<file path="src/rtl/if_fetch_pkg.sv">
// rtl/if_fetch_pkg.sv - shared constants, state encodings and types for the fetch stage
package if_fetch_pkg;

  // Reset is asserted when rst equals this level.
  localparam logic        RST_ENABLE     = 1'b0;
  localparam logic [31:0] ZEROWORD32     = 32'h0000_0000;
  // Exception word reported for an instruction-bus error.
  localparam logic [31:0] EXCEP_TYPE_BUS = 32'h4000_0000;

  // Fetch FSM encodings.
  localparam logic [2:0] IF_IDLE   = 3'd0;
  localparam logic [2:0] IF_REQ    = 3'd1;
  localparam logic [2:0] IF_DATA   = 3'd2;
  localparam logic [2:0] IF_CANCEL = 3'd3;
  localparam logic [2:0] IF_HOLD   = 3'd4;

  // One fetched instruction together with its address.
  typedef struct packed {
    logic [31:0] pc;
    logic [31:0] inst;
  } fetch_entry_t;

  function automatic logic excep_pending(input logic [31:0] excep);
    return excep != ZEROWORD32;
  endfunction

endpackage

</file>
<file path="src/rtl/if_fetch_if.sv">
// rtl/if_fetch_if.sv - SRAM-like instruction read bus between fetch and memory
//
// inst_req/inst_addr      : request and address from the fetch stage
// inst_addr_ok            : slave accepted the address
// inst_data_ok/inst_rdata : read data returned
interface if_fetch_if;
  logic        inst_req;
  logic [31:0] inst_addr;
  logic        inst_addr_ok;
  logic        inst_data_ok;
  logic [31:0] inst_rdata;

  modport master (
    output inst_req,
    output inst_addr,
    input  inst_addr_ok,
    input  inst_data_ok,
    input  inst_rdata
  );

  modport slave (
    input  inst_req,
    input  inst_addr,
    output inst_addr_ok,
    output inst_data_ok,
    output inst_rdata
  );
endinterface

</file>
<file path="src/rtl/if_hold_buf.sv">
// rtl/if_hold_buf.sv - one-entry {pc, inst} buffer used while decode is stalled
//
// clk, rst  : clock, synchronous active-low reset
// i_load    : capture i_entry and mark full
// i_clear   : drop the entry (wins over i_load)
// i_entry   : {pc, inst} to capture
// o_full    : buffer holds a valid entry
// o_entry   : stored {pc, inst}
import if_fetch_pkg::*;

module if_hold_buf (
  input  logic         clk,
  input  logic         rst,
  input  logic         i_load,
  input  logic         i_clear,
  input  fetch_entry_t i_entry,
  output logic         o_full,
  output fetch_entry_t o_entry
);

  logic         r_full;
  fetch_entry_t r_entry;

  always_ff @(posedge clk) begin
    if (rst == RST_ENABLE || i_clear) begin
      r_full  <= 1'b0;
      r_entry <= '0;
    end else if (i_load) begin
      r_full  <= 1'b1;
      r_entry <= i_entry;
    end
  end

  assign o_full  = r_full;
  assign o_entry = r_entry;

endmodule

</file>
<file path="src/rtl/if_fetch.sv">
// rtl/if_fetch.sv - instruction-fetch controller between PC register and IF/ID
//
// clk, rst         : clock, synchronous active-low reset
// pc_i, pc_excep_i : fetch address and its fetch-exception word
// stall_i          : decode not accepting this cycle
// flush_i          : redirect, kills in-flight fetch work
// bus              : instruction read bus (master side)
// inst_stall_o     : hold PC; low only in the cycle an instruction/bubble is handed over
// id_*_o           : registered decode outputs
import if_fetch_pkg::*;

module if_fetch (
  input  logic              clk,
  input  logic              rst,
  input  logic [31:0]       pc_i,
  input  logic [31:0]       pc_excep_i,
  input  logic              stall_i,
  input  logic              flush_i,
  if_fetch_if.master        bus,
  output logic              inst_stall_o,
  output logic              id_valid_o,
  output logic [31:0]       id_pc_o,
  output logic [31:0]       id_inst_o,
  output logic [31:0]       id_excep_o
);

  logic [2:0]   r_state;
  logic [31:0]  r_addr;
  logic         r_cancel_pending;

  logic [2:0]   w_state_next;
  logic         w_in_reset;
  logic         w_fetch_ok;
  logic         w_req;
  logic         w_latch_addr;
  logic         w_cancel_set;
  logic         w_cancel_clr;
  logic         w_buf_load;
  logic         w_buf_clear;
  logic         w_buf_full;
  logic         w_handover;
  fetch_entry_t w_hand_entry;
  logic [31:0]  w_hand_excep;
  fetch_entry_t w_buf_in;
  fetch_entry_t w_buf_out;

  assign w_in_reset = (rst == RST_ENABLE);
  assign w_fetch_ok = !excep_pending(pc_excep_i);

  // In IDLE the address comes straight from the PC so a zero-wait slave can
  // accept it in the same cycle; REQ replays the latched copy.
  assign w_req = !w_in_reset &&
                 ((r_state == IF_IDLE && !flush_i && w_fetch_ok) || r_state == IF_REQ);
  assign bus.inst_req  = w_req;
  assign bus.inst_addr = !w_req ? ZEROWORD32 :
                         (r_state == IF_IDLE) ? pc_i : r_addr;

  assign w_buf_in.pc   = r_addr;
  assign w_buf_in.inst = bus.inst_rdata;

  always_comb begin
    w_state_next = r_state;
    w_latch_addr = 1'b0;
    w_cancel_set = 1'b0;
    w_cancel_clr = 1'b0;
    w_buf_load   = 1'b0;
    w_buf_clear  = 1'b0;
    w_handover   = 1'b0;
    w_hand_entry = '0;
    w_hand_excep = ZEROWORD32;
    case (r_state)
      IF_IDLE: begin
        if (!flush_i) begin
          if (w_fetch_ok) begin
            w_latch_addr = 1'b1;
            w_state_next = bus.inst_addr_ok ? IF_DATA : IF_REQ;
          end else if (!stall_i) begin
            // Faulting fetch: no bus access, pass a bubble carrying the exception.
            w_handover        = 1'b1;
            w_hand_entry.pc   = pc_i;
            w_hand_entry.inst = ZEROWORD32;
            w_hand_excep      = pc_excep_i;
          end
        end
      end
      IF_REQ: begin
        if (bus.inst_addr_ok) begin
          w_cancel_clr = 1'b1;
          // The read is now owned by the slave, so a flush can only discard its data.
          w_state_next = (r_cancel_pending || flush_i) ? IF_CANCEL : IF_DATA;
        end else if (flush_i) begin
          w_cancel_set = 1'b1;
        end
      end
      IF_DATA: begin
        if (bus.inst_data_ok) begin
          if (flush_i) begin
            w_state_next = IF_IDLE;
          end else if (stall_i) begin
            w_buf_load   = 1'b1;
            w_state_next = IF_HOLD;
          end else begin
            w_handover        = 1'b1;
            w_hand_entry.pc   = r_addr;
            w_hand_entry.inst = bus.inst_rdata;
            w_state_next      = IF_IDLE;
          end
        end else if (flush_i) begin
          w_state_next = IF_CANCEL;
        end
      end
      IF_CANCEL: begin
        if (bus.inst_data_ok) begin
          w_state_next = IF_IDLE;
        end
      end
      IF_HOLD: begin
        // An empty buffer here would be unreachable; recover to IDLE if it happens.
        if (flush_i || !w_buf_full) begin
          w_buf_clear  = 1'b1;
          w_state_next = IF_IDLE;
        end else if (!stall_i) begin
          w_handover   = 1'b1;
          w_hand_entry = w_buf_out;
          w_buf_clear  = 1'b1;
          w_state_next = IF_IDLE;
        end
      end
      default: begin
        w_state_next = IF_IDLE;
      end
    endcase
  end

  assign inst_stall_o = w_in_reset || !w_handover;

  always_ff @(posedge clk) begin
    if (w_in_reset) begin
      r_state          <= IF_IDLE;
      r_addr           <= ZEROWORD32;
      r_cancel_pending <= 1'b0;
    end else begin
      r_state <= w_state_next;
      if (w_latch_addr) begin
        r_addr <= pc_i;
      end
      if (w_cancel_clr) begin
        r_cancel_pending <= 1'b0;
      end else if (w_cancel_set) begin
        r_cancel_pending <= 1'b1;
      end
    end
  end

  // ID regs: flush only kills valid; pc/inst/excep keep their last contents.
  always_ff @(posedge clk) begin
    if (w_in_reset) begin
      id_valid_o <= 1'b0;
      id_pc_o    <= ZEROWORD32;
      id_inst_o  <= ZEROWORD32;
      id_excep_o <= ZEROWORD32;
    end else if (flush_i) begin
      id_valid_o <= 1'b0;
    end else if (w_handover) begin
      id_valid_o <= 1'b1;
      id_pc_o    <= w_hand_entry.pc;
      id_inst_o  <= w_hand_entry.inst;
      id_excep_o <= w_hand_excep;
    end else if (!stall_i) begin
      id_valid_o <= 1'b0;
    end
  end

  if_hold_buf u_hold_buf (
    .clk     (clk),
    .rst     (rst),
    .i_load  (w_buf_load),
    .i_clear (w_buf_clear),
    .i_entry (w_buf_in),
    .o_full  (w_buf_full),
    .o_entry (w_buf_out)
  );

endmodule

</file>
<file path="src/flat_wrapper.sv">
// flat-port wrapper written by rule: the top's interface ports become plain ports
module if_fetch_flat 
  (clk, rst, pc_i, pc_excep_i, stall_i, flush_i, inst_stall_o, id_valid_o, id_pc_o, id_inst_o, id_excep_o, bus_inst_req, bus_inst_addr, bus_inst_addr_ok, bus_inst_data_ok, bus_inst_rdata);
  if_fetch_if bus_i ();
  input  logic clk;
  input  logic rst;
  input  logic [31:0] pc_i;
  input  logic [31:0] pc_excep_i;
  input  logic stall_i;
  input  logic flush_i;
  output logic inst_stall_o;
  output logic id_valid_o;
  output logic [31:0] id_pc_o;
  output logic [31:0] id_inst_o;
  output logic [31:0] id_excep_o;
  output wire logic [$bits(bus_i.inst_req)-1:0] bus_inst_req;
  output wire logic [$bits(bus_i.inst_addr)-1:0] bus_inst_addr;
  input wire logic [$bits(bus_i.inst_addr_ok)-1:0] bus_inst_addr_ok;
  input wire logic [$bits(bus_i.inst_data_ok)-1:0] bus_inst_data_ok;
  input wire logic [$bits(bus_i.inst_rdata)-1:0] bus_inst_rdata;
  assign bus_inst_req = bus_i.inst_req;
  assign bus_inst_addr = bus_i.inst_addr;
  assign bus_i.inst_addr_ok = bus_inst_addr_ok;
  assign bus_i.inst_data_ok = bus_inst_data_ok;
  assign bus_i.inst_rdata = bus_inst_rdata;
  if_fetch u_core (.clk(clk), .rst(rst), .pc_i(pc_i), .pc_excep_i(pc_excep_i), .stall_i(stall_i), .flush_i(flush_i), .bus(bus_i), .inst_stall_o(inst_stall_o), .id_valid_o(id_valid_o), .id_pc_o(id_pc_o), .id_inst_o(id_inst_o), .id_excep_o(id_excep_o));
endmodule
</file>
<file path="config.mk">
export PLATFORM = sky130hd
export DESIGN_NAME = if_fetch_flat
export DESIGN_NICKNAME = d
export VERILOG_FILES = /design/src/rtl/if_fetch_pkg.sv /design/src/rtl/if_fetch_if.sv /design/src/rtl/if_hold_buf.sv /design/src/rtl/if_fetch.sv /design/src/flat_wrapper.sv
export SDC_FILE = /design/constraint.sdc
export NUM_CORES = 1
export LEC_CHECK = 0
export BUFFER_PORTS_ARGS = -buffer_cell sky130_fd_sc_hd__clkbuf_2
export CAP_MARGIN = 20
export CORE_UTILIZATION = 40
export CTS_BUF_LIST = sky130_fd_sc_hd__clkbuf_2
export CTS_CLUSTER_SIZE = 30
export DETAILED_ROUTE_END_ITERATION = 10
export GPL_ROUTABILITY_DRIVEN = 0
export SETUP_SLACK_MARGIN = 0.05
export SKIP_LAST_GASP = 1
export SLEW_MARGIN = 20
export SYNTH_ARGS = -nofsm -noshare
export SYNTH_HDL_FRONTEND = slang
export SYNTH_SLANG_ARGS = --single-unit
</file>
<file path="constraint.sdc">
create_clock -name clk -period 4.7 [get_ports clk]
set_clock_uncertainty 0.15 [all_clocks]
set_input_delay 0.235 -clock clk [delete_from_list [all_inputs] [get_ports clk]]
set_output_delay 0.235 -clock clk [all_outputs]
set_load 0.02 [all_outputs]
</file>
* Yosys cells after proc, flatten, opt, wreduce, memory -nomap -nowiden
Cells that the tools add are included.
** Word-level totals
- Input port bits :: 102
- Word-level logic and storage cells :: 89
- Bits in registers :: 198
** Operators by class
- Bitwise logic cells :: 2
- Reduce and logical (&&, ||, !) cells :: 18
- Mux-type cells :: 48
- Equality and inequality tests :: 11
** Operators with widths (number)
- 64-bit two-way mux :: 6
- 64-bit one-hot mux with 3 select lines :: 1
- 32-bit two-way mux :: 5
- 32-bit nonzero test :: 1
- 3-bit two-way mux :: 10
- 1-bit two-way mux :: 23
- 3-bit one-hot mux with 5 select lines :: 1
- 2-bit inequality test (second input constant) :: 4
- 3-bit by 2-bit equality test with 1-bit output (second input constant) :: 2
- 6-bit AND reduction :: 1
- 1-bit logical OR :: 5
- 1-bit logical NOT :: 4
- 2-bit OR reduction :: 2
- 3-bit by 1-bit equality test with 1-bit output (second input constant) :: 1
- 3-bit equality test (second input constant) :: 1
- 1-bit logical AND :: 3
- 3-bit logical NOT :: 1
- 3-bit by 2-bit inequality test with 1-bit output (second input constant) :: 1
- 3-bit inequality test (second input constant) :: 1
- 1-bit one-hot mux with 3 select lines :: 1
- 2-bit two-way mux :: 1
- 2-bit by 1-bit inequality test with 1-bit output (second input constant) :: 1
- 1-bit inverter :: 2
- 2-bit AND reduction :: 1

* Logic depth before layout (Yosys ltp)
Gate-level depths: netlist (run 1).
- Depth in word-level cells :: 6
- Depth in mapped cells :: 8
- Mapped depth without buffers :: 5

* By module
From an unflattened synthesis (run 1), not the netlist that was laid out.
** Second synthesis, totals
- Cell total of the unflattened synthesis :: 945
- Area total of the unflattened synthesis :: 8812.2 um^2
** Modules (own cells, without submodules)
- if_fetch :: times used 1, area each 6487.5 um^2, cells each 735, seq. area each 2662.6 um^2
- if_hold_buf :: times used 1, area each 2324.7 um^2, cells each 210, seq. area each 1301.2 um^2

* Worst setup path after synthesis (run 1)
No wires, ideal clock.
- Kind :: flip-flop to output port
- From :: register u_core.r_state[2]
- To :: output port bus_inst_addr[22]
- Buffers on the path :: 3
- Slack :: 2285 ps
- Cell stages (with the launch flop) :: 8
- Data required time :: 4315 ps
- Data arrival time :: 2030 ps
- Path through :: dfxtp_1 > buf_2 > or3_1 > buf_2 > nor4_4 > o21ai_1 > clkbuf_1 > a21oi_1
** Between the ends
- Longest elaborated chain between the ends :: 6
** RTL lines
- start, declared :: line if_fetch.sv:27 : logic [2:0] r_state;
- start signal, assigned :: line if_fetch.sv:143 : r_state <= w_state_next;
- 3-bit logical NOT :: line if_fetch.sv:53, if_fetch.sv:56
- 1-bit logical AND (2 in series) :: line if_fetch.sv:53 : ((r_state == IF_IDLE && !flush_i && w_fetch_ok) || r_state == IF_REQ);
- 1-bit logical OR :: line if_fetch.sv:53
- 1-bit logical AND :: line if_fetch.sv:52 : assign w_req = !w_in_reset &&
- 32-bit two-way mux (*) :: line if_fetch.sv:55 : assign bus.inst_addr = !w_req ? ZEROWORD32 :
- end, declared :: line flat_wrapper.sv:17 : output wire logic [$bits(bus_i.inst_addr)-1:0] bus_inst_addr;
Every way passes the cells marked *; elsewhere a longest branch is shown, timed or not.

* Final worst setup path (run 1)
- From :: register u_core.r_state[2]
- To :: register u_core.id_excep_o[9]
** Between the ends
- Longest elaborated chain between the ends :: 3
** RTL lines
- 3-bit equality test, or another cell as far along :: line if_fetch.sv:71 : case (r_state)
- 1-bit one-hot mux with 3 select lines :: line if_fetch.sv:71
- 2-bit AND reduction (no source line)
- end signal, assigned :: line if_fetch.sv:168 : id_excep_o <= w_hand_excep;
- end, declared :: line if_fetch.sv:24 : output logic [31:0] id_excep_o
Several ways; a longest one is shown, not always the timed one.
A chain may end at the register's enable or synchronous reset.

==> reports/qor.yml, run 1 <==
power_and_ir_drop:
  p_leak_nw: 4.77
  clkPwrFrac_pct: 27.3
  comb_power_share_pct: 14.0
  power.density_nw_per_um2: 265
  seqPwrFrac_pct: 58.7
  intPower_mw: 2.12
  ir_worst_vdd_uv: 131
  swShare_pct: 29.3
  netSwitchingPower_mw: 0.878
worst_setup_path:
  cp_cell_sequence: "nor3b_1 > and3_2 > buf_4 > o21a_2 > nor2_2 > buf_4 > o31ai_1 > dlygate4sd3_1"
  crit_top_cell: "buf_4"
  crit_arrival_ns: 4.31
  critPathSlowestCell: "dfxtp_1"
  cp-start-kind: "register"
  worstSetupPathType: "reg -> reg"
  cp_slowest_stage_delay_ns: 0.70
  cp_max_fo: 65
  crit_required_ns: 5.25
  cp-end-kind: "register"
place:
  place_hpwl_mm: 16.4
  portBuffers: 232
  dp.cells: 1433
route:
  totalWireLength_mm: 28.1
  wl_per_cell_um: 17.6
  drt-pass1-iter-count: 6
  vias_per_cell: 5.58
  vias: 8907
  first_iter_violations: 763
  antenna_left: 0
  drc: 0
clock_network:
  cts_tree: "yes"
  root_buffer: "clkbuf_2"
  postCtsHoldBufs: 128
  clk_pin_slew_worst_paths_ns: 0.31
  numCtsBuffers: 17
  post_cts_resized: 0
  cts_buffer_depth: 2
  cts_setup_buffers: 0
  htree_levels: 4
  cts.sinks: 198
  clock_latency_ns: 0.76
logic_synthesis:
  synthAdderAreaFrac_pct: 0
  synth-xor-area-share_pct: 0
  synth-compound-area-share_pct: 27.1
  synth-simple-area-share_pct: 17.1
  netlist_instances: 1014
  seq_area_frac_synth_pct: 46.8
  synthMuxAreaShare_pct: 3.90
  ys_ff_latch: 198
  synth_top_family_by_area: "compound AO/OA/AOI/OAI gates"
  syn-cell-area_um2: 8470
  synth_nets: 1116
  ys_types: 41
  ys.warnings.count: 0
  syn_avg_cell_area_um2: 8.35
floorplan:
  coreArea_um2: 20500
  row_count: 52
  initial_utilization_pct: 41.3
  ios: 233
  dieWidth_um: 148
  dieArea_um2: 21800
  die_h_um: 148
sta:
  grt_setup_unrepaired: "no"
  slew_viol_final: 0
  holdWs_ns: 0.0762
  relSlewSlack_pct: 41.5
  period_needed_ns: 3.76
  fin_crit_sh_pct: 79.9
  finalSetupViolCount: 0
  hold_viol: 0
  tns_ns: 0
  worstMarginPinSlew_ns: 0.874
  fmax_ghz: 0.266
global_routing:
  grt_pass1_vias: 8305
  grt_use_total_pct: 25.5
  grt_pass1_wl_mm: 44.4
  grt_antenna_before_repair: 1
  overflow: 0
  grt_max_degree: 81
final_layout:
  drive_gt1_share_pct: 22.7
  area_growth_pct: 33.3
  seq_area_um2: 3960
  final_nets: 1413
  instances_no_fill: 1595
  fillers: 1934
  multi_input_area_um2: 4130
min_path:
  min_path_type: "in -> reg"
flow_run:
  maxCapViolCount: 0
outcome:
  status: "complete, no violations"
cells in the mapped netlist:
| cell | n | area [µm²] |
|---|---|---|
| and4b_1 | 1 | 10.0 |
| nor3b_1 | 2 | 15.0 |
| nor3_2 | 1 | 10.0 |
| o21ai_1 | 2 | 10.0 |
| nand4_1 | 35 | 219 |
| a21o_1 | 1 | 7.51 |
| or2_1 | 1 | 6.26 |
| nor4_2 | 1 | 12.5 |
| clkinv_1 | 1 | 3.75 |
| nor4_4 | 1 | 21.3 |
| buf_2 | 15 | 75.1 |
| a22oi_1 | 32 | 240 |
| or3_1 | 1 | 6.26 |
| a211oi_1 | 2 | 15.0 |
| o22ai_1 | 2 | 12.5 |
| nand2_1 | 238 | 893 |
| o21ai_0 | 35 | 175 |
| and3_1 | 1 | 6.26 |
| nor2b_1 | 2 | 12.5 |
| o32a_1 | 1 | 10.0 |
| a21oi_1 | 130 | 651 |
| nor4_1 | 8 | 50.1 |
| a211oi_2 | 1 | 12.5 |
| nor3_1 | 1 | 5.00 |
| a31oi_1 | 2 | 12.5 |
| and2_1 | 1 | 6.26 |
| mux2i_1 | 33 | 330 |
| nand2b_1 | 2 | 12.5 |
| inv_1 | 1 | 3.75 |
| clkbuf_1 | 86 | 323 |
| buf_1 | 1 | 3.75 |
| dfxtp_1 | 198 | 3960 |
| a2111oi_1 | 1 | 10.0 |
| o31ai_1 | 64 | 480 |
| buf_4 | 3 | 22.5 |
| o211a_1 | 32 | 320 |
| o21a_1 | 1 | 7.51 |
| o311ai_0 | 1 | 8.76 |
| nor2_1 | 39 | 146 |
| and4_1 | 2 | 17.5 |
| a222oi_1 | 32 | 320 |
worst paths after layout:
kind	start	endpoint	slack [ns]	cells past startpoint
setup / recovery	u_core.r_state[2]$_SDFFE_PN0P_	u_core.id_excep_o[9]$_SDFFE_PN0P_	0.94	8
hold / removal	bus_inst_rdata[3]	u_core.u_hold_buf.o_entry[3]$_SDFFE_PP0P_	0.08	4
setup reg to reg	u_core.r_state[2]$_SDFFE_PN0P_	u_core.id_excep_o[9]$_SDFFE_PN0P_	0.94	8
hold reg to reg	u_core.u_hold_buf.o_entry[17]$_SDFFE_PP0P_	u_core.u_hold_buf.o_entry[17]$_SDFFE_PP0P_	0.32	2
cell usage in the layout, fill, tap and decap left out, types with 3 or more instances in the layout:
cell type / netlist / layout
a222oi_1: 32 / 32
nand2_1: 238 / 235
nand4_1: 35 / 35
a21oi_1: 130 / 129
o211a_1: 32 / 32
dfxtp_1: 198 / 198
nor2_1: 39 / 38
nand2_2: 0 / 3
dlygate4sd3_1: 0 / 129
o31ai_1: 64 / 64
mux2i_1: 33 / 33
inv_6: 0 / 5
clkbuf_2: 0 / 248
clkinv_2: 0 / 3
clkinvlp_4: 0 / 4
o21ai_0: 35 / 35
buf_4: 3 / 23
a22oi_1: 32 / 32
nor4_1: 8 / 8
sequential cells by signal, summed over array words and instances (netlist names):
| register | count |
|---|---|
| u_core.r_state | 3 |
| u_core.r_addr | 32 |
| u_core.r_cancel_pending | 1 |
| u_core.id_inst_o | 32 |
| u_core.id_valid_o | 1 |
| u_core.id_pc_o | 32 |
| u_core.u_hold_buf.o_full | 1 |
| u_core.id_excep_o | 32 |
| u_core.u_hold_buf.o_entry | 64 |
layout make-up:
| type | instances | share of cell area [%] |
|---|---|---|
| timing repair buffer | 383 | 23.2 |
| multi-input combinational | 709 | 36.6 |
| clock buffer | 17 | 0.754 |
| inverter | 2 | 0.0665 |
| tap | 270 | 2.99 |
| antenna | 1 | 0.0222 |
| sequential | 198 | 35.1 |
| clock inverter | 15 | 1.25 |
power groups by stage:
stage               sequential [mW]  clock [mW]  combinational (mW)
finish                         1.76       0.816               0.420
global route                   1.77       0.908               0.454
CTS                            1.76       0.845               0.416
detailed placement             1.79           0               0.336
global placement               1.79           0               0.332
floorplan                      1.83           0               0.133
critical path: cells and delay by family (launching register included):
family,cells,cell delay (ns)
AOI/OAI and AO/OA,2,0.82
DFF,1,0.70
and+or+nand+nor,3,0.58
buffers and inverters,3,1.47
through the flow:
stage / util [%] / setup WS (ns) / instance area, µm² / power [mW]
floorplan: - / 2.28 / 8470 / 1.97
global placement: 47.7 / 1.31 / 9770 / 2.12
detailed placement: 47.7 / 1.21 / 9770 / 2.12
CTS: 55.0 / 0.982 / 11300 / 3.02
global route: 55.1 / 0.708 / 11300 / 3.13
finish: 55.1 / 0.943 / 11300 / 2.99
kinds of logic (layout without fill, tap and decap cells):
| logic type | Yosys count | count (layout) |
|---|---|---|
| flops | 198 | 198 |
| compound gates | 339 | 339 |
| buf+inv | 107 | 417 |
| other cells | 0 | 1 |
| simple gates | 337 | 337 |
| mux | 33 | 33 |
routing by layer:
| metal | global-route usage, % | wire, µm | up-vias |
|---|---|---|---|
| li1 | - | - | 4283 |
| met1 | 33.5 | 12500 | 4272 |
| met2 | 42.5 | 13400 | 321 |
| met3 | 5.15 | 1760 | 31 |
| met4 | 6.55 | 484 | 0 |
| met5 | 0 | 0 | - |
Note: power is estimated with default switching activity, not from simulation.
==> run 2: changes to the inputs <==
ABC_AREA = 1   (was default)
PLACE_DENSITY = 0.65   (was default)
clock period = 3.2 ns   (was 4.7 ns; I/O delays follow)
==> reports/qor.yml, run 2 <==
worst_setup_path:
  crit_required_ns: 2.89  # was 5.25 ns
  cp_max_fo: 33  # was 65
  cp-start-kind: "primary input"  # was register
  crit_arrival_ns: 2.67  # was 4.31 ns
  worstSetupPathType: "in -> out"  # was reg -> reg
  cp-end-kind: "output pin"  # was register
logic_synthesis:
  synth_edf_count: 0  # unchanged
  ys.warnings.count: 0  # unchanged
  yosys-top-cells-count: "nor2_1 (281), dfxtp_1 (198), nand2_1 (179)"  # was nand2_1 (238), dfxtp_1 (198), a21oi_1 (130)
  syn-cell-area_um2: 9350  # was 8470 µm²
  ys_ff_latch: 198  # unchanged
  yosysMostFrequentCell: "nor2_1"  # was nand2_1
  syn_avg_cell_area_um2: 6.77  # was 8.35 µm²
  synth_top_area_share_pct: 42.4  # was 46.8%
  synth_nets: 1483  # was 1116
  ys_types: 25  # was 41
  synth_ff_type: "dfxtp_1"  # unchanged
  seq_area_frac_synth_pct: 42.4  # was 46.8%
  ys_top_cells_by_area: "dfxtp_1 (42%), nor2_1 (11%), a21oi_1 (7.3%)"  # was dfxtp_1 (47%), nand2_1 (11%), a21oi_1 (7.7%)
  netlist_instances: 1381  # was 1014
  async_reset_ff_share_pct: 0  # unchanged
  yosysTopAreaCell: "dfxtp_1"  # unchanged
sta:
  slew_viol_final: 0  # unchanged
  finalSetupViolCount: 0  # unchanged
  fin_crit_sh_pct: 93.2
  worstMarginPinSlew_ns: 0.832  # was 0.874 ns
  period_needed_ns: 2.98
  fmax_ghz: 0.335
  grt_setup_unrepaired: "no"  # unchanged
  tns_ns: 0  # unchanged
  relSlewSlack_pct: 44.5  # was 41.5%
  hold_viol: 0  # unchanged
route:
  wl_per_cell_um: 15.3  # was 17.6 µm
  totalWireLength_mm: 30.9  # was 28.1 mm
  vias: 10400  # was 8907
  drc: 0  # unchanged
  drt-pass1-iter-count: 7  # was 6
  first_iter_violations: 780  # was 763
  vias_per_cell: 5.15  # was 5.58
  antenna_left: 0  # unchanged
floorplan:
  die_h_um: 155  # was 148 µm
  coreArea_um2: 22800  # was 20500 µm²
  dieWidth_um: 155  # was 148 µm
  initial_utilization_pct: 41.1  # was 41.3%
  row_count: 55  # was 52
  ios: 233  # unchanged
  dieArea_um2: 24000  # was 21800 µm²
flow_run:
  maxCapViolCount: 0  # unchanged
final_layout:
  drive_gt1_share_pct: 17.5  # was 22.7%
  largest_reg_flops: 64  # unchanged
  design_area_um2: 12500  # was 11300 µm²
  mostFrequentLayoutCell: "nor2_1"  # was clkbuf_2
  fillers: 2228  # was 1934
  final_cell_mix: "nor2_1 (281), clkbuf_2 (251), dfxtp_1 (198)"  # was clkbuf_2 (248), nand2_1 (235), dfxtp_1 (198)
  post-route-util_pct: 54.9  # was 55.1%
  final_nets: 1802  # was 1413
  area_growth_pct: 33.8  # was 33.3%
clock_network:
  cts.sinks: 198  # unchanged
  numCtsBuffers: 17  # unchanged
  clk_pin_slew_worst_paths_ns: 0.29  # was 0.31 ns
  clock_latency_ns: 0.74  # was 0.76 ns
  cts_buffer_depth: 2  # unchanged
  htree_levels: 4  # unchanged
  root_buffer: "clkbuf_2"  # unchanged
  cts_tree: "yes"  # unchanged
  cts_setup_buffers: 0  # unchanged
place:
  portBuffers: 232  # unchanged
  place_area_um2: 10700  # was 9770 µm²
  place_hpwl_mm: 18.0  # was 16.4 mm
global_routing:
  grt_antenna_before_repair: 1  # unchanged
  grt_pass1_vias: 10100  # was 8305
  overflow: 0  # unchanged
  grt_max_degree: 69  # was 81
  grt_use_total_pct: 25.6  # was 25.5%
  grt_pass1_wl_mm: 49.9  # was 44.4 mm
power_and_ir_drop:
  power.density_nw_per_um2: 530  # was 265 nW/µm²
  ir_worst_vdd_uv: 332  # was 131 µV
  p_leak_nw: 5.50  # was 4.77 nW
  p_total_mw: 6.64  # was 2.99 mW
outcome:
  status: "complete, no violations"  # unchanged
min_path:
  min_path_type: "in -> reg"  # unchanged
[run 2: cell count changes after synthesis, moves of 33 or more]
cell      change
nor2_1      +242
nand3_1     +134
inv_1       +101
o31ai_1      -64
nand2_1      -59
o21ai_0      +49
a211oi_1     +40
mux2i_1      -33
[run 2: power by group]
group	internal [mW]	switching, mW
Sequential	2.73	0.148
Combinational	0.809	1.71
Clock	0.365	0.882
[run 2: critical path, stage by stage]
cell	delay, ns
dlygate4sd3_1	0.54
clkbuf_2	0.14
nor2_1	0.14
nand2_1	0.07
nor2_1	0.14
nand2_1	0.12
nor2_1	0.26
nand3_2	0.15
a21oi_4	0.13
buf_4	0.39
o21a_1	0.24
clkbuf_2	0.19
[run 2: kinds of logic after synthesis]
group,synth area share [%]
flip-flops,42.4
buffers and inverters,9.47
AND/OR/NAND/NOR,30.1
AO/OA/AOI/OAI,18.1
[run 2: worst paths after layout]
| kind | from | end | slack [ns] | depth (start not counted) |
|---|---|---|---|---|
| setup / recovery | pc_excep_i[9] | bus_inst_addr[10] | 0.22 | 12 |
| hold reg to reg | u_core.u_hold_buf.o_entry[56]$_SDFFE_PP0P_ | u_core.u_hold_buf.o_entry[56]$_SDFFE_PP0P_ | 0.33 | 2 |
| setup reg to reg | u_core.r_state[0]$_SDFFE_PN0P_ | u_core.id_pc_o[30]$_SDFFE_PN0P_ | 0.44 | 9 |
| hold / removal | pc_i[15] | u_core.r_addr[15]$_SDFFE_PN0P_ | 0.06 | 4 |
[run 2: through the flow]
stage,setup WS (ns),std cells,hold WS [ns]
2_1_floorplan,1.25,1381,0.154
3_3_place_gp,0.838,1833,0.260
3_5_place_dp,0.844,1834,0.270
4_1_cts,0.126,2023,0.0000787
5_1_grt,0.0845,2027,0.00223
6_report,0.217,2027,0.0550
[run 2: what timing repair did]
action                                 in CTS  in global routing
gates resized for setup                     0                  1
hold buffers                              157                  3
endpoints found under the hold margin     166                  3
setup endpoints to repair                   0                  2
[run 2: layer usage]
layer / up-vias / GRT usage (%) / routed length (µm)
li1: 5196 / - / -
met1: 4850 / 32.1 / 13700
met2: 352 / 44.2 / 14800
met3: 40 / 5.24 / 1880
met4: 0 / 7.50 / 540
met5: - / 0 / 0
[run 2: cell type report]
cell class / instances / area (µm²) / area share [%]
multi-input cells: 960 / 4540 / 36.3
flip-flops and latches: 198 / 3960 / 31.7
repair buffers: 416 / 2980 / 23.8
inverters: 107 / 404 / 3.23
well taps: 313 / 392 / 3.13
clock inverters: 12 / 125 / 1.00
clock buffers: 20 / 100 / 0.800
diodes: 1 / 2.50 / 0.0200
==> run 3: changes to the inputs <==
SYNTH_HIERARCHICAL = 1   (was default)
==> reports/qor.yml, run 3 <==
power_and_ir_drop:
  intPower_mw: 3.46  # was 3.90 mW
  ir_worst_vdd_uv: 219  # was 332 µV
  power.density_nw_per_um2: 390  # was 530 nW/µm²
  swShare_pct: 34.7  # was 41.3%
  comb_power_share_pct: 27.0  # was 37.9%
  seqPwrFrac_pct: 49.8  # was 43.3%
  clkPwrFrac_pct: 23.2  # was 18.8%
  p_leak_nw: 6.09  # was 5.50 nW
  netSwitchingPower_mw: 1.84  # was 2.74 mW
flow_run:
  maxCapViolCount: 0  # unchanged
clock_network:
  numCtsBuffers: 17  # unchanged
  htree_levels: 4  # unchanged
  cts_setup_buffers: 0  # unchanged
  clock_latency_ns: 0.75  # was 0.74 ns
  cts.sinks: 198  # unchanged
  clk_pin_slew_worst_paths_ns: 0.33  # was 0.29 ns
  cts_tree: "yes"  # unchanged
  cts_buffer_depth: 2  # unchanged
  root_buffer: "clkbuf_2"  # unchanged
worst_setup_path:
  cp-start-kind: "register"  # was primary input
  crit_family: "buffers and inverters"  # unchanged
  cp_cell_sequence: "nor2_2 > nand2_2 > inv_2 > o21ai_4 > nor2_2 > buf_12 > nand2_1 > dlygate4sd3_1 > o21ai_0 > dlygate4sd3_1"  # was dlygate4sd3_1 > clkbuf_2 > nor2_1 > nand2_1 > nor2_1 > nand2_1 > nor2_1 > nand3_2 > a21oi_4 > buf_4 > o21a_1 > clkbuf_2
  worstSetupPathType: "reg -> reg"  # was in -> out
  crit_arrival_ns: 3.72  # was 2.67 ns
  cp_slowest_stage_delay_ns: 0.61  # was 0.54 ns
  cp_max_fo: 32  # was 33
  path_buf_inv: 4  # unchanged
  critPathSlowestCell: "dlygate4sd3_1"  # unchanged
  crit_required_ns: 3.77  # was 2.89 ns
  cp-end-kind: "register"  # was output pin
logic_synthesis:
  netlist_instances: 1434  # was 1381
  synth-xor-area-share_pct: 0  # unchanged
  synth-simple-area-share_pct: 32.0  # was 30.1%
  synth-compound-area-share_pct: 14.8  # was 18.1%
  synth_nets: 1536  # was 1483
  ys.warnings.count: 6  # was 0
  synth_top_area_share_pct: 42.1  # was 42.4%
  synthMuxAreaShare_pct: 0  # unchanged
  synth_edf_count: 0  # unchanged
  yosysTopAreaCell: "dfxtp_1"  # unchanged
  synthAdderAreaFrac_pct: 0  # unchanged
  seq_area_frac_synth_pct: 42.1  # was 42.4%
  yosys-top-cells-count: "nand2_1 (375), nor2_1 (245), dfxtp_1 (198)"  # was nor2_1 (281), dfxtp_1 (198), nand2_1 (179)
  synth_top_family_by_area: "simple AND/OR/NAND/NOR gates"  # unchanged
  ys_types: 26  # was 25
  ys_ff_latch: 198  # unchanged
  ys_top_cells_by_area: "dfxtp_1 (42%), nand2_1 (15%), nor2_1 (9.8%)"  # was dfxtp_1 (42%), nor2_1 (11%), a21oi_1 (7.3%)
  async_reset_ff_share_pct: 0  # unchanged
  syn_avg_cell_area_um2: 6.56  # was 6.77 µm²
  yosysMostFrequentCell: "nand2_1"  # was nor2_1
  syn-cell-area_um2: 9410  # was 9350 µm²
  synth_ff_type: "dfxtp_1"  # unchanged
final_layout:
  design_area_um2: 13600  # was 12500 µm²
  instances_no_fill: 2194  # was 2027
  seq_area_um2: 3960  # unchanged
  final_cell_mix: "nand2_1 (374), dlygate4sd3_1 (266), clkbuf_2 (248)"  # was nor2_1 (281), clkbuf_2 (251), dfxtp_1 (198)
  fillers: 2136  # was 2228
  largest_reg_flops: 64  # unchanged
  final_nets: 1970  # was 1802
  area_growth_pct: 44.6  # was 33.8%
  drive_gt1_share_pct: 16.1  # was 17.5%
  multi_input_area_um2: 4480  # was 4540 µm²
  mostFrequentLayoutCell: "nand2_1"  # was nor2_1
sta:
  fmax_ghz: 0.317  # was 0.335 GHz
  relSlewSlack_pct: 46.8  # was 44.5%
  hold_viol: 0  # unchanged
  worstMarginPinSlew_ns: 0.798  # was 0.832 ns
  slew_viol_final: 0  # unchanged
  fin_crit_sh_pct: 98.5  # was 93.2%
  finalSetupViolCount: 0  # unchanged
  grt_setup_unrepaired: "yes"  # was no
  period_needed_ns: 3.15  # was 2.98 ns
global_routing:
  grt_pass1_wl_mm: 51.5  # was 49.9 mm
  overflow: 0  # unchanged
  grt_pass1_vias: 10300  # was 10.1k
  grt_max_degree: 124  # was 69
  grt_use_total_pct: 26.4  # was 25.6%
  grt_antenna_before_repair: 1  # unchanged
floorplan:
  initial_utilization_pct: 41.2  # was 41.1%
  ios: 233  # unchanged
  dieArea_um2: 24100  # was 24000 µm²
  dieWidth_um: 155  # about the same
  row_count: 55  # unchanged
  die_h_um: 155  # about the same
  coreArea_um2: 22800  # about the same
place:
  place_area_um2: 10700  # about the same
  portBuffers: 232  # unchanged
  dp.cells: 1895  # was 1834
  place_hpwl_mm: 16.9  # was 18.0 mm
min_path:
  min_path_type: "in -> reg"  # unchanged
route:
  first_iter_violations: 826  # was 780
  vias_per_cell: 5.01  # was 5.15
  wl_per_cell_um: 14.8  # was 15.3 µm
  totalWireLength_mm: 32.4  # was 30.9 mm
  drc: 0  # unchanged
  vias: 11000  # was 10.4k
  antenna_left: 0  # unchanged
  drt-pass1-iter-count: 5  # was 7
outcome:
  status: "complete, no violations"  # unchanged
run 3: changes by cell type in the layout (fill, tap and decap cells not counted), sizes merged, moves of 29 or more:
cell / delta
o21a: -32
nor4: -33
dlygate4sd3: +106
nor2: -35
a22oi: +48
nand2: +199
inv: +29
a211oi: -42
run 3: repair_timing:
item | CTS | global route
endpoints found under the setup margin | 2 | 56
pin swaps | 0 | 1
resized for setup | 1 | 7
hold buffers | 266 | 0
cloned | 0 | 1
endpoints found under the hold margin | 197 | 0
run 3: metal layers:
metal  wire length [µm]  part of all wire [%]  global-route usage (%)  vias to the layer above
li1                   -                     -                       -                     5407
met1              14000                    43                    33.2                     5049
met2              15600                    48                    44.9                      478
met3               2190                   6.8                    5.38                       62
met4                673                   2.1                    8.59                        0
met5                  0                     0                       0                        -
run 3: path summary, 6_finish.rpt:
path	end	startpoint	slack, ns	cells after the start
max	u_core/id_excep_o[0]$_SDFFE_PN0P_	u_core/r_state[0]$_SDFFE_PN0P_	0.05	10
min	u_core/id_inst_o[12]$_SDFFE_PN0P_	bus_inst_rdata[12]	0.13	6
max reg2reg	u_core/id_excep_o[0]$_SDFFE_PN0P_	u_core/r_state[0]$_SDFFE_PN0P_	0.05	10
min reg2reg	u_core/u_hold_buf/o_entry[35]$_SDFFE_PP0P_	u_core/u_hold_buf/o_entry[35]$_SDFFE_PP0P_	0.33	2
run 3: cells by family (layout without fill, tap and decap cells):
group	count (synthesis)	count (layout)
buf+inv	234	679
flops	198	198
compound gates	251	252
other cells	0	1
simple gates	751	751
run 3: area by class of cell:
class                   instances  share of cell area, %
multi-input cells            1003                   32.9
diodes                          1                 0.0184
repair buffers                518                   29.8
clock buffers                  17                  0.626
well taps                     313                   2.88
clock inverters                14                   1.06
inverters                     130                   3.59
flip-flops and latches        198                   29.1
run 3: through the flow:
step / setup WS (ns) / setup TNS (ns) / hold slack (ns) / power (mW) / util, %
after global routing: -0.0308 / -0.0552 / 0.0263 / 5.57 / 59.5
final: 0.0482 / 0 / 0.132 / 5.30 / 59.5
after floorplan: 1.40 / 0 / 0.154 / 3.44 / -
after detailed placement: 0.680 / 0 / 0.266 / 3.77 / 46.7
after global placement: 0.770 / 0 / 0.263 / 3.76 / 46.7
after CTS: 0.141 / 0 / 0.0386 / 5.28 / 59.3
run 3: worst register-to-register path, cell delays in order (launching register included):
cell and delay [ns]:
dfxtp_1 0.42, nor2_2 0.17, nand2_2 0.12, inv_2 0.21, o21ai_4 0.14, nor2_2 0.17
buf_12 0.21, nand2_1 0.12, dlygate4sd3_1 0.61, o21ai_0 0.22, dlygate4sd3_1 0.58
run 3: power by group through the flow:
stage	Sequential [mW]	Combinational, mW	Clock, mW
2_1_floorplan	2.78	0.658	0
3_3_place_gp	2.68	1.09	0
3_5_place_dp	2.68	1.09	0
4_1_cts	2.64	1.37	1.28
5_1_grt	2.65	1.57	1.36
6_report	2.64	1.43	1.23
